File: config.mk
export PLATFORM = sky130hd
export DESIGN_NAME = memory_xy_drive_sequencer
export DESIGN_NICKNAME = d
export VERILOG_FILES = /design/src/rtl/lvdc_mem_pkg.sv /design/src/rtl/onehot_n_encode.sv /design/src/rtl/memory_xy_drive_sequencer.sv
export SDC_FILE = /design/constraint.sdc
export NUM_CORES = 1
export LEC_CHECK = 0
export ABC_AREA = 0
export BUFFER_PORTS_ARGS = -buffer_cell sky130_fd_sc_hd__buf_2
export CAP_MARGIN = 5
export CORE_MARGIN = 1.5
export CORE_UTILIZATION = 52
export CTS_CLUSTER_SIZE = 12
export DETAILED_ROUTE_END_ITERATION = 8
export GPL_ROUTABILITY_DRIVEN = 0
export GPL_TIMING_DRIVEN = 0
export PLACE_DENSITY = 0.78
export SYNTH_ARGS = -nofsm -noshare
export SYNTH_HDL_FRONTEND = slang
export SYNTH_SLANG_ARGS = --single-unit
File: constraint.sdc
create_clock -name CLK -period 1.9 [get_ports CLK]
set_input_delay 0.19 -clock CLK [delete_from_list [all_inputs] [get_ports CLK]]
set_output_delay 0.19 -clock CLK [all_outputs]
set_load 0.05 [all_outputs]
File: src/rtl/lvdc_mem_pkg.sv
// Shared state encoding and default phase lengths for the core-memory XY drive sequencer.
package lvdc_mem_pkg;

    typedef enum logic [2:0] {
        ST_IDLE  = 3'd0,
        ST_LATCH = 3'd1,
        ST_READ  = 3'd2,
        ST_SENSE = 3'd3,
        ST_WRT   = 3'd4,
        ST_RECOV = 3'd5
    } state_t;

    localparam int DEF_READ_CYC  = 4;
    localparam int DEF_SNS_CYC   = 1;
    localparam int DEF_WRITE_CYC = 4;
    localparam int DEF_REC_CYC   = 2;

    // Phase counters count down to zero, so a phase of N clocks loads N-1.
    function automatic logic [3:0] phase_load(input int cyc);
        return 4'(cyc - 1);
    endfunction

endpackage

File: src/rtl/onehot_n_encode.sv
// Checks an active-low one-hot decode for exactly one low bit and encodes its position.
module onehot_n_encode (
    input  logic [7:0] sel_n,
    output logic       valid,
    output logic [2:0] idx
);

    logic [3:0] lows;

    always_comb begin
        lows = 4'd0;
        idx  = 3'd0;
        for (int i = 0; i < 8; i++) begin
            if (!sel_n[i]) begin
                lows = lows + 4'd1;
                idx  = 3'(i);
            end
        end
        valid = (lows == 4'd1);
    end

endmodule

File: src/rtl/memory_xy_drive_sequencer.sv
// Core-memory cycle sequencer: latch XY address, read-drive, sense, write/inhibit, recover.
// All outputs registered; reset drops every drive asynchronously.
module memory_xy_drive_sequencer
    import lvdc_mem_pkg::*;
#(
    parameter int READ_CYC  = DEF_READ_CYC,
    parameter int SNS_CYC   = DEF_SNS_CYC,
    parameter int WRITE_CYC = DEF_WRITE_CYC,
    parameter int REC_CYC   = DEF_REC_CYC
) (
    input  logic       CLK,
    input  logic       RESET,
    input  logic       START,
    input  logic       WRITE,
    input  logic       WDATA,
    input  logic [7:0] AXN,
    input  logic [7:0] AXTN,
    input  logic [7:0] AYN,
    input  logic       RDATA,
    output logic [5:0] XSEL,
    output logic [2:0] YSEL,
    output logic       XDRV,
    output logic       YDRV,
    output logic       SNS,
    output logic       XWR,
    output logic       YWR,
    output logic       INH,
    output logic       RDAT,
    output logic       BUSY,
    output logic       DONE,
    output logic       DERR
);

    state_t     state;
    logic [3:0] cnt;
    logic       wr_lat;
    logic       wd_lat;
    logic       err_pend;

    logic       xu_vld, xt_vld, y_vld;
    logic [2:0] xu_idx, xt_idx, y_idx;

    onehot_n_encode u_dec_xu (.sel_n(AXN),  .valid(xu_vld), .idx(xu_idx));
    onehot_n_encode u_dec_xt (.sel_n(AXTN), .valid(xt_vld), .idx(xt_idx));
    onehot_n_encode u_dec_y  (.sel_n(AYN),  .valid(y_vld),  .idx(y_idx));

    always_ff @(posedge CLK or posedge RESET) begin
        if (RESET) begin
            state    <= ST_IDLE;
            cnt      <= 4'd0;
            wr_lat   <= 1'b0;
            wd_lat   <= 1'b0;
            err_pend <= 1'b0;
            XSEL     <= 6'd0;
            YSEL     <= 3'd0;
            XDRV     <= 1'b0;
            YDRV     <= 1'b0;
            SNS      <= 1'b0;
            XWR      <= 1'b0;
            YWR      <= 1'b0;
            INH      <= 1'b0;
            RDAT     <= 1'b0;
            BUSY     <= 1'b0;
            DONE     <= 1'b0;
            DERR     <= 1'b0;
        end else begin
            // An aborted cycle reports DONE one clock after it has already dropped BUSY.
            DONE     <= err_pend;
            err_pend <= 1'b0;
            case (state)
                ST_IDLE: begin
                    if (START) begin
                        state <= ST_LATCH;
                        BUSY  <= 1'b1;
                    end
                end
                ST_LATCH: begin
                    XSEL   <= {xt_idx, xu_idx};
                    YSEL   <= y_idx;
                    wr_lat <= WRITE;
                    wd_lat <= WDATA;
                    DERR   <= !(xu_vld && xt_vld && y_vld);
                    if (xu_vld && xt_vld && y_vld) begin
                        state <= ST_READ;
                        cnt   <= phase_load(READ_CYC);
                        XDRV  <= 1'b1;
                        YDRV  <= 1'b1;
                    end else begin
                        state    <= ST_IDLE;
                        BUSY     <= 1'b0;
                        err_pend <= 1'b1;
                    end
                end
                ST_READ: begin
                    if (cnt == 4'd0) begin
                        state <= ST_SENSE;
                        cnt   <= phase_load(SNS_CYC);
                        XDRV  <= 1'b0;
                        YDRV  <= 1'b0;
                        SNS   <= 1'b1;
                    end else begin
                        cnt <= cnt - 4'd1;
                    end
                end
                ST_SENSE: begin
                    if (cnt == 4'd0) begin
                        state <= ST_WRT;
                        cnt   <= phase_load(WRITE_CYC);
                        SNS   <= 1'b0;
                        RDAT  <= RDATA;
                        XWR   <= 1'b1;
                        YWR   <= 1'b1;
                        // RDAT loads on this same edge, so restore uses RDATA directly.
                        INH   <= wr_lat ? !wd_lat : !RDATA;
                    end else begin
                        cnt <= cnt - 4'd1;
                    end
                end
                ST_WRT: begin
                    if (cnt == 4'd0) begin
                        state <= ST_RECOV;
                        cnt   <= phase_load(REC_CYC);
                        XWR   <= 1'b0;
                        YWR   <= 1'b0;
                        INH   <= 1'b0;
                    end else begin
                        cnt <= cnt - 4'd1;
                    end
                end
                ST_RECOV: begin
                    if (cnt == 4'd0) begin
                        state <= ST_IDLE;
                        BUSY  <= 1'b0;
                        DONE  <= 1'b1;
                    end else begin
                        cnt <= cnt - 4'd1;
                    end
                end
                default: begin
                    state <= ST_IDLE;
                    BUSY  <= 1'b0;
                end
            endcase
        end
    end

endmodule

## Yosys cells after proc, flatten, opt, wreduce, memory -nomap -nowiden

Cells that the tools add are included.

- Bits of input ports: 30
- Word-level logic and storage cells: 147
- Output and inout bits: 19
- Flip-flop bits (word level): 27

- Add/subtract/negate cells: 22
- Equality and inequality tests: 16
- Reductions and logical operators: 19
- Bitwise gates (word level): 1
- Mux-type cells: 74

Operator list:

| kind | count |
|---|---|
| $mux 4 | 26 |
| $add 4x1->4 const B | 18 |
| $mux 3 | 17 |
| $pmux 4 s5 | 1 |
| $pmux 3 s6 | 1 |
| $mux 1 | 17 |
| $ne 2x2->1 const B | 8 |
| $mux 2 | 7 |
| $eq 4x1->1 const B | 3 |
| $reduce_and 3->1 | 4 |
| $pmux 1 s2 | 4 |
| $add 1x1->2 const B | 3 |
| $eq 3x2->1 const B | 2 |
| $eq 3x3->1 const B | 2 |
| $reduce_bool 2->1 | 3 |
| $reduce_and 5->1 | 1 |
| $reduce_bool 5->1 | 1 |
| $logic_not 4->1 | 1 |
| $pmux 1 s4 | 1 |
| $reduce_and 4->1 | 1 |
| $sub 4x1->4 const B | 1 |
| $eq 3x1->1 const B | 1 |
| $logic_not 1->1 | 3 |
| $logic_not 3->1 | 1 |
| other kinds (4) | 5 |

## Depth between registers and ports, before layout

Gate-level depths: netlist of run 1.

- Depth after elaboration: 20
- Depth in mapped cells: 27
- Depth with buffers taken out: 27

## By module

From an unflattened synthesis of run 1, not the netlist that was laid out.

- Cells, all modules: 339
- Area, all modules: 2946.6 µm²

Modules (own cells, without submodules):

| module | cells each | instances | seq. area each (µm²) | area an instance (µm²) |
|---|---|---|---|---|
| onehot_n_encode | 75 | 3 | 0.0 | 536.8 |
| memory_xy_drive_sequencer | 114 | 1 | 675.6 | 1336.3 |

## Worst setup path before layout of run 1

Ideal clock, no wire load.

- Path kind: input-to-reg
- Start point: input AXN[0]
- End point: register cnt[1]
- Path slack: -2.925 ns
- Arrival: 4.697 ns
- Stages on the path: 24
- Data required time: 1.772 ns
- Path buffers: 0
- Library setup time: 0.128 ns
- Path through: inv_1 ha_1 xnor2_1 ha_1 nand2b_1 o31ai_1 ha_1 nor2b_1 a21o_1 ha_1 mux2_2 a31o_2 ha_1 nor2_1 a21oi_1 ha_1 nor2b_1 xnor2_1 xnor2_1 a2111oi_2 nand4_2 nor4_2 a21oi_1 mux2_1

- Word-level cells in the longest chain between the ends: 20

Ends and longest elaborated chain:

| element | line | text |
|---|---|---|
| start, declared | memory_xy_drive_sequencer.sv:16 | `input logic [7:0] AXN,` |
| $mux 1 (*) | onehot_n_encode.sv:14 | `if (!sel_n[i]) begin` |
| $add 1x1->2 | onehot_n_encode.sv:15 | `lows = lows + 4'd1;` |
| $mux 4 (*) | onehot_n_encode.sv:14 |  |
| $add 4x1->4 | onehot_n_encode.sv:15 |  |
| $mux 4 (*) | onehot_n_encode.sv:14 |  |
| $add 4x1->4 | onehot_n_encode.sv:15 |  |
| $mux 4 (*) | onehot_n_encode.sv:14 |  |
| $add 4x1->4 | onehot_n_encode.sv:15 |  |
| [... 3 more ...] | - |  |
| $add 4x1->4 | onehot_n_encode.sv:15 |  |
| $mux 4 (*) | onehot_n_encode.sv:14 |  |
| $add 4x1->4 | onehot_n_encode.sv:15 |  |
| $mux 4 (*) | onehot_n_encode.sv:14 |  |
| $eq 4x1->1 (*) | onehot_n_encode.sv:19 | `valid = (lows == 4'd1);` |
| $logic_and 1x1->1 (*) (2 in series) | memory_xy_drive_sequencer.sv:83 | `if (xu_vld && xt_vld && y_vld) begin` |
| $ne 2x2->1 (no line) (*) | - |  |
| $reduce_and 3->1 (no line) (*) | - |  |
| end signal, assigned | memory_xy_drive_sequencer.sv:85 | `cnt <= phase_load(READ_CYC);` |
| end signal, assigned | memory_xy_drive_sequencer.sv:97 | `cnt <= phase_load(SNS_CYC);` |
| end signal, assigned | memory_xy_drive_sequencer.sv:102 | `cnt <= cnt - 4'd1;` |
| end, declared | memory_xy_drive_sequencer.sv:35 | `logic [3:0] cnt;` |

Mark *: on every way between the ends. The rest lies on a longest branch, timed or not.
A chain may end at the register's enable or synchronous reset.

## Worst setup path in the final report of run 1

- Start point: input AXN[0]
- End point: register state[1]

- Word-level cells in the longest chain between the ends: 20

Ends and longest elaborated chain:

| element | line | text |
|---|---|---|
| $mux 1 (*) | onehot_n_encode.sv:14 |  |
| $add 1x1->2 | onehot_n_encode.sv:15 |  |
| $mux 4 (*) | onehot_n_encode.sv:14 |  |
| $add 4x1->4 | onehot_n_encode.sv:15 |  |
| $mux 4 (*) | onehot_n_encode.sv:14 |  |
| $add 4x1->4 | onehot_n_encode.sv:15 |  |
| $mux 4 (*) | onehot_n_encode.sv:14 |  |
| $add 4x1->4 | onehot_n_encode.sv:15 |  |
| [... 3 more ...] | - |  |
| $add 4x1->4 | onehot_n_encode.sv:15 |  |
| $mux 4 (*) | onehot_n_encode.sv:14 |  |
| $add 4x1->4 | onehot_n_encode.sv:15 |  |
| $mux 4 (*) | onehot_n_encode.sv:14 |  |
| $eq 4x1->1 (*) | onehot_n_encode.sv:19 |  |
| $logic_and 1x1->1 (*) (2 in series) | memory_xy_drive_sequencer.sv:83 |  |
| $mux 2 (*) | memory_xy_drive_sequencer.sv:83 |  |
| $pmux 3 s6 (*) | memory_xy_drive_sequencer.sv:70 | `case (state)` |
| end signal, assigned | memory_xy_drive_sequencer.sv:73 | `state <= ST_LATCH;` |
| end signal, assigned | memory_xy_drive_sequencer.sv:84 | `state <= ST_READ;` |
| end signal, assigned | memory_xy_drive_sequencer.sv:89 | `state <= ST_IDLE;` |
| end, declared | memory_xy_drive_sequencer.sv:34 | `state_t state;` |

Marks and branches as above.

==> results.txt, run 1 <==
For the cell count after synthesis, the log shows 350. The run gives 0 as the number of antenna violations at the first check in global routing. The checks that failed: setup timing.

The area added between synthesis and finish came out at 26.1%. At the placement stage, the worst setup path has a slack of -3.34 ns. Of the cells placed in the final design, the portion with a size suffix greater than 1 is 31.9%. Headroom to the max-slew limit came out at 33.2%. The post-synthesis sequential element count is 27.

The hold-critical path endpoint is wr_lat. The net count of the finished layout is 462. The detailed router finished its first iteration with 168 violations.

In this run the critical register-to-register path is launched from cnt[0]. Across the routed clock network, the largest skew measured is 0.00763 ns. The clock-pin transition on the worst setup and hold timing paths was 0.09 ns.

The worst setup path is launched from an input pin. At the worst endpoint, the required time is 2.10 ns. Area share of the leading cell type in the synthesized netlist: 23.0%. Wires add up to 6600 µm. Sorting the synthesized cells by area gives the leading types as sky130_fd_sc_hd__dfrtp_1 23%, sky130_fd_sc_hd__ha_1 9.8%, sky130_fd_sc_hd__xnor2_1 7.5%, sky130_fd_sc_hd__nand2_1 6.8%, sky130_fd_sc_hd__nor2b_1 3.8%.

The die covers 0.00611 mm². The tools report the global routing usage summed across all routing layers as 22.0%. STA puts the critical path data arrival time at 4.72 ns. The final hold violation count is 0. The worst setup path is of the in2reg kind. The run finished, with violations left. For this run the aggregate overflow at the end of global routing stands at 0.

Summing over every cut layer, the via total after detailed routing is 2659. The min-delay analysis places its worst path in the category in2reg. The smallest clock period supported by the final layout is computed as 4.52 ns.

The yosys synthesis warning count was 0; the register-to-register setup slack was -0.25 ns. The clock tree root buffer cell is sky130_fd_sc_hd__clkbuf_8. Entering global routing, the biggest net connects 28 pins. Along the worst path, the maximum fanout reaches 3. The biggest area contributor in the post-synthesis netlist is sky130_fd_sc_hd__dfrtp_1. In this run the core area contains 27 standard-cell rows.

Number of cells in the design after placement: 462. TritonCTS built the clock tree. Dividing the synthesized area by the synthesized cell count gives 8.39 µm². The width of the die works out to 78.2 µm. The run gives 0.00370 mm² as the summed area of non-filler cells in the final layout. The number of diodes added for antenna fixing was 0; the worst supply voltage drop on vdd was 672 µV. The tools report the cell area after placement as 0.00340 mm². STA classifies the critical path endpoint as a register. The final number of setup-violating endpoints was 9; the average detailed-routed wire length per instance was 13.7 µm.

The worst register-to-register path has a depth of 9. The number of cells on the worst hold path is 3, and the share of synthesized registers carrying an async set or reset is 100%. In the final layout, flip-flops and latches occupy 676 µm². Area of the mapped netlist: 0.00294 mm². The transition time at the pin with the least slew margin came out at 1.00 ns. Input and output buffers added on the ports amount to 40. The run gives 0 as the number of routed nets with antenna violations. In this run, synthesis inferred 0 flip-flops with an integrated enable.

Worst flop-to-flop path endpoint: cnt[1]. The number of detailed-routing iterations run before antenna repair came out at 4. The starting density of the core is 53.7%, and the area inside the core boundary is 0.00547 mm².

The number of nets in the synthesized netlist is 403. In this run the worst setup path begins at AXN[0]. In this run the vertical extent of the chip is 78.2 µm.

The CTS H-tree depth was 1. The library cell used most frequently in the layout, excluding fill and tap cells, is sky130_fd_sc_hd__nand2_1. Derived from the worst setup path, the maximum achievable clock frequency is 221 MHz. The analysis attributes to cell leakage a power of 1.69 nW.

The area used by multi-input combinational logic is 0.00233 mm². Worst-case setup margin in the final layout: -2.62 ns. The wire length of the first global-routing pass is 11000 µm. The tools report the critical hold path startpoint as WRITE. The DRC violation count after routing is 0. The count of non-filler cells in the finished layout is 480. Using the TritonRoute via totals, the vias-per-cell ratio works out to 5.54. For the max-slew violation total from the final report, the log shows 0.

The final total power was 4.04 mW; the number of sinks handled by clock tree synthesis was 27. The run gives 0.27 ns as the later-pin clock latency in the skew report. The run gives 23.0% as the proportion of synthesized chip area in sequential cells.

The filler cells instantiated in the layout total 446. The power per unit of standard cell area was 1090 mW/mm²; the worst hold margin was 0.111 ns. Setup repair after global routing could not meet its margin everywhere.

The tools report the via count of the first global-routing pass as 2474. The HPWL after detailed placement is 4920 µm. In the synthesized netlist the dominant register cell turns out to be sky130_fd_sc_hd__dfrtp_1. The tool flagged a number of max-cap violations equal to 0.

Dividing the final minimum period by the clock period gives 238%. The library cells used most frequently in the layout, excluding fill and tap cells, are 53 x sky130_fd_sc_hd__nand2_1, 39 x sky130_fd_sc_hd__buf_2, 27 x sky130_fd_sc_hd__dfrtp_1. For the number of buffers added by the clock tree synthesis step, the log shows 3. The logs give 2 for the buffer depth of the longest clock path and 67 for the count of different cell masters after synthesis. The number of primary I/O pins came out at 49.
==> critical path, stage by stage <==
cell and delay (ns):
sky130_fd_sc_hd__buf_8 0.10, sky130_fd_sc_hd__inv_4 0.05, sky130_fd_sc_hd__ha_4 0.20, sky130_fd_sc_hd__xnor2_2 0.17, sky130_fd_sc_hd__ha_1 0.26, sky130_fd_sc_hd__nand2b_1 0.14
sky130_fd_sc_hd__o31ai_4 0.10, sky130_fd_sc_hd__ha_1 0.27, sky130_fd_sc_hd__nor2b_4 0.13, sky130_fd_sc_hd__a21o_1 0.17, sky130_fd_sc_hd__ha_1 0.26, sky130_fd_sc_hd__mux2_4 0.27
sky130_fd_sc_hd__a31o_4 0.22, sky130_fd_sc_hd__ha_4 0.22, sky130_fd_sc_hd__nor2_4 0.12, sky130_fd_sc_hd__a21oi_2 0.05, sky130_fd_sc_hd__ha_2 0.19, sky130_fd_sc_hd__nor2b_4 0.12
sky130_fd_sc_hd__xnor2_2 0.15, sky130_fd_sc_hd__xnor2_2 0.17, sky130_fd_sc_hd__a2111oi_4 0.23, sky130_fd_sc_hd__nand4_2 0.22, sky130_fd_sc_hd__nor4_4 0.33, sky130_fd_sc_hd__buf_4 0.19
sky130_fd_sc_hd__nand3b_1 0.08, sky130_fd_sc_hd__a21oi_2 0.13
==> final cells by class <==
| type | count | share of cell area [%] |
|---|---|---|
| multi-input cells | 284 | 62.9 |
| flip-flops and latches | 27 | 18.2 |
| repair buffers | 54 | 8.99 |
| plain buffers | 18 | 3.51 |
| inverters | 21 | 2.74 |
| well taps | 72 | 2.43 |
| clock buffers | 4 | 1.22 |
==> cells in the mapped netlist, drive strengths merged (7+ instances only) <==
cell    count
buf         9
xnor2      28
clkbuf      9
xor2        7
nand3b      8
nand2b      9
inv        21
a21oi      21
dfrtp      27
a31oi       8
ha         23
nand2      53
o21ai      19
nor2       26
nor2b      18
==> per-layer routing <==
| metal | routed length, µm | global-route usage (%) | vias up | share of wire (%) |
|---|---|---|---|---|
| met2 | 3230 | 38.3 | 82 | 49 |
| met1 | 2980 | 28.4 | 1250 | 45 |
| met3 | 284 | 2.56 | 12 | 4.3 |
| met5 | 0 | 0 | - | 0 |
| met4 | 106 | 7.50 | 0 | 1.6 |
| li1 | - | - | 1315 | - |
==> flip-flops by register name, indices dropped and copies added (netlist names) <==
name / cells
err_pend: 1
wd_lat: 1
wr_lat: 1
BUSY: 1
RDAT: 1
INH: 1
DONE: 1
XSEL: 6
DERR: 1
YWR: 1
SNS: 1
YDRV: 1
cnt: 4
YSEL: 3
state: 3
==> cells by family after synthesis <==
logic type,synth area share [%]
fa+ha+maj,9.80
mux,1.53
compound gates,16.2
flops,23.0
simple gates,26.6
buf+inv,6.69
xor+xnor,16.2
==> what timing repair did <==
item | 4_1_cts | 5_1_grt
gates resized for setup | 16 | 13
pin swaps | 17 | 11
setup buffers | 11 | 3
hold buffers | 0 | 0
endpoints found under the setup margin | 10 | 10
==> per-stage QoR <==
stage / setup TNS (ns) / util (%)
3_3_place_gp: -27.47 / 62.2
4_1_cts: -23.92 / 65.9
5_1_grt: -24.74 / 67.7
6_report: -22.84 / 67.7
3_5_place_dp: -28.87 / 62.2
2_1_floorplan: -22.50 / -
==> worst max path at each step <==
stage                     cells after the start       end  slack, ns
after floorplan                              24    cnt[1]      -2.66
after global placement                       25    cnt[1]      -3.17
after detailed placement                     25    cnt[1]      -3.34
after CTS                                    26  state[1]      -2.75
after global routing                         26  state[1]      -2.82
final                                        26  state[1]      -2.62
==> where the power goes <==
| group | internal (mW) | switching (mW) | leakage [nW] |
|---|---|---|---|
| clock | 0.150 | 0.171 | 0.0228 |
| sequential | 0.793 | 0.140 | 0.332 |
| combinational | 1.09 | 1.70 | 1.33 |
| total | 2.03 | 2.01 | 1.69 |
Note: power is estimated with default switching activity, not from simulation.
==> run 2: changes to the inputs <==
--- a/config.mk
+++ b/config.mk
@@ -9,12 +9,12 @@
 export BUFFER_PORTS_ARGS = -buffer_cell sky130_fd_sc_hd__buf_2
 export CAP_MARGIN = 5
 export CORE_MARGIN = 1.5
-export CORE_UTILIZATION = 52
+export CORE_UTILIZATION = 60
 export CTS_CLUSTER_SIZE = 12
 export DETAILED_ROUTE_END_ITERATION = 8
 export GPL_ROUTABILITY_DRIVEN = 0
 export GPL_TIMING_DRIVEN = 0
-export PLACE_DENSITY = 0.78
+export PLACE_DENSITY = 0.84
 export SYNTH_ARGS = -nofsm -noshare
 export SYNTH_HDL_FRONTEND = slang
 export SYNTH_SLANG_ARGS = --single-unit
==> constraint.sdc (replaced) <==
create_clock -name CLK -period 5.9 [get_ports CLK]
set_input_delay 0.59 -clock CLK [delete_from_list [all_inputs] [get_ports CLK]]
set_output_delay 0.59 -clock CLK [all_outputs]
set_load 0.05 [all_outputs]
==> run 2 against run 1 <==
Effect of this change:
- the flow now finishes without violations
- hold slack gained 0.36 ns
- critical path depth shrank 1
- sequential share of layout area grew 2.4 points
- clock skew shrank 0.0033 ns
- critical endpoint is now cnt[1]
==> results.txt, run 2 (synthesis gave the netlist of run 1 again) <==
The run gives 447 (-3.2%) as the net count of the finished layout. The tools report the number of antenna violations at the first check in global routing as 0 (unchanged). The logs give 2561 (-3.7%) for the via count and 184 µV (-73%) for the worst supply voltage drop on vdd.

The number of sinks handled by clock tree synthesis is 27 (unchanged), and the number of rows in the core area is 25 (-7.4%). The depth of the critical timing path with buffers and inverters included is 25 (-3.8%), and the CTS H-tree depth is 1 (unchanged). The clock skew is 0.00436 ns (-0.00328 ns). The power per unit of standard cell area was 364 mW/mm² (-67%). The width of the die works out to 73.0 µm (-6.6%).

Static timing analysis puts the maximum clock frequency at 182 MHz. The overall die height is 73.0 µm (-6.6%). Launching element of the worst setup path: AXN[0].

The number of primary I/O pins was 49 (unchanged); the ratio of routed vias to standard cells was 5.57 (+0.50%). The register-to-register setup slack was 3.69 ns (+3.94 ns). In the layout the commonest cells are 53 x sky130_fd_sc_hd__nand2_1, 42 x sky130_fd_sc_hd__buf_2, 27 x sky130_fd_sc_hd__dfrtp_1. The worst endpoint required time was 6.07 ns (+3.97 ns). The port buffer count was 40 (unchanged); the combinational fraction of design power was 66.0% (-2.9 points).

The critical path ends at cnt[1]. The number of max-capacitance violations reported came out at 0 (unchanged). Static leakage power: 1.54 nW (-8.6%). The worst hold margin is 0.469 ns (+0.358 ns).

The run gives 34.7% (+1.5 points) as the relative slew slack. The logs give 2 (unchanged) for the buffer depth of the longest clock path and 0.584 mW (-71%) for the internal power component. The detailed-placement wirelength estimate was 4820 µm (-1.9%). The worst setup path is of the in2reg kind.

TritonCTS built the clock tree. The wire length after detailed routing came out at 5950 µm (-9.8%). The logs give 0 (-9) for the final number of setup-violating endpoints and 457 (-1.1%) for the number of cells in the design after placement.

By instance count, the cell type seen most on the critical path is sky130_fd_sc_hd__ha_1. The part of the cycle the worst path needs works out to 93.0%. Commonest non-fill, non-tap cell in the layout: sky130_fd_sc_hd__nand2_1.

The starting density of the core was 62.2% (+8.5 points). For the filler cell count, the log shows 407 (-8.7%). Setup repair after global routing left no endpoint under its margin.

The worst hold path belongs to the class reg2reg. The DRC violation count after routing is 0 (unchanged), and the count of non-filler cells in the finished layout is 460 (-4.2%). Global routing usage summed across all routing layers: 23.9% (+1.9 points). The slowest stage of the critical path belongs to the cell sky130_fd_sc_hd__ha_1. The area growth from synthesis to layout is 11.5%. The delay of the slowest cell on the worst path is 0.37 ns (+0.04 ns). The peak fanout along the critical path came out at 8 (+5).

The number of setup buffers added after CTS was 0 (-11); the number of detailed-routing iterations run before antenna repair was 6 (+2). The floorplan die area came out at 0.00533 mm² (-13%). The net switching power was 0.610 mW (-70%); the fraction of power spent switching nets was 51.1% (+1.4 points).

The area inside the core boundary was 0.00472 mm² (-14%). The average detailed-routed wire length per instance is 12.9 µm (-5.9%). The worst flop-to-flop path endpoint was cnt[1].

Start of the worst register-to-register path: cnt[0]. The transition time at the pin with the least slew margin came out at 0.978 ns (-0.0229 ns). The tools report the residual overflow from global routing as 0 (unchanged).

The portion of total power attributed to the clock network came out at 9.1% (+1.1 points). The setup TNS was 0 ns (+22.84 ns); the depth of the most critical reg-to-reg path was 9 (unchanged). The worst path needs 5.48 ns of the cycle, external delays included.

Initial DRC count: 209 (+24%). Broken down by cell family, the worst path's largest delay share belongs to adder cells. The via count of the first global-routing pass is 2470 (-0.16%), and the clock-pin transition on the worst setup and hold timing paths is 0.10 ns (about the same).

The number of routed nets with antenna violations came out at 0 (unchanged). The portion of total power attributed to sequential cells is 25.0% (+1.9 points). Startpoint class of the critical path: an input pin. The number of buffers added by the clock tree synthesis step came out at 3 (unchanged). The ratio of cells with drive above 1 in the final layout is 20.6% (-11 points), and the maximum number of pins on one net before global-route repair is 28 (unchanged). The flip-flop count of the largest register after layout came out at 6 (unchanged). The final hold violation count is 0 (unchanged), and the data arrival time of the critical path is 5.65 ns (+0.93 ns).

For the number of diodes added for antenna fixing, the log shows 0 (unchanged). The worst setup path is captured at a register. For the wire length of the first global-routing pass, the log shows 10300 µm (-6.0%). The tools report the max-slew violation total from the final report as 0 (unchanged). The number of buffers and inverters on the critical path is 2 (-1).

The largest registers in the layout are XSEL: 6 flops, cnt: 4 flops. The number of buffers inserted by hold repair at cts is 0 (unchanged), and the later-pin clock latency in the skew report is 0.28 ns (about the same). Clock tree root buffer cell: sky130_fd_sc_hd__clkbuf_8. The flow ran to the end, and the final reports show no timing, DRC or antenna violations.

Largest register by flop count: XSEL.
run 2: cell count changes in the layout (fill, tap and decap cells not counted), sizes merged:
cell | previous run | this run
clkinvlp | 0 | 1
clkbuf | 13 | 11
buf | 63 | 49
run 2: tightest hold or removal path, cell delays in order (launching register included):
cell and delay (ns):
sky130_fd_sc_hd__dfrtp_1 0.35, sky130_fd_sc_hd__nand2_1 0.05, sky130_fd_sc_hd__nand2_1 0.05
run 2: routing by layer:
layer  vias up  GRT usage (%)  part of all wire, %
met3         9           2.49                  4.1
met1      1197           29.7                   44
met2        71           44.1                   51
met4         0           6.08                 0.91
met5         -              0                    0
li1       1284              -                    -
run 2: final cells by class:
type,count,area (µm²),area share (%)
Buffer,17,114,3.48
Inverter,21,78.8,2.41
Sequential cell,27,676,20.6
Multi-Input combinational cell,284,2070,63.3
Tap cell,67,83.8,2.56
Clock inverter,1,7.51,0.229
Timing Repair Buffer,40,200,6.11
Clock buffer,3,41.3,1.26
run 2: worst min-delay path by stage:
stage                   end  slack (ns)  cells past startpoint     start
detailed placement     DONE        0.44                      1  err_pend
floorplan              DONE        0.42                      1  err_pend
CTS                 XSEL[1]        0.47                      2   XSEL[1]
global route        XSEL[1]        0.49                      2   XSEL[1]
global placement    XSEL[1]        0.45                      2   XSEL[1]
finish              XSEL[1]        0.47                      2   XSEL[1]
run 2: stage by stage:
step / worst slack, ns / total power [mW] / cell area [µm²] / util [%]
after detailed placement: 0.0926 / 1.09 / 3220 / 68.2
final: 0.415 / 1.19 / 3280 / 69.4
after global routing: 0.0573 / 1.29 / 3280 / 69.4
after floorplan: 0.675 / 0.915 / 2940 / -
after CTS: 0.359 / 1.19 / 3270 / 69.2
after global placement: 0.234 / 1.05 / 3220 / 68.2
run 2: power groups by stage:
stage / Clock (mW) / Combinational [mW] / Sequential, mW
CTS: 0.109 / 0.787 / 0.298
global placement: 0 / 0.754 / 0.299
detailed placement: 0 / 0.785 / 0.301
finish: 0.108 / 0.788 / 0.298
global route: 0.118 / 0.867 / 0.305
floorplan: 0 / 0.460 / 0.454
run 2: timing repair:
| action | CTS | global route |
|---|---|---|
| setup endpoints to repair | 0 | 4 |
| resized for setup | 0 | 1 |
| hold endpoints to repair | 0 | 0 |
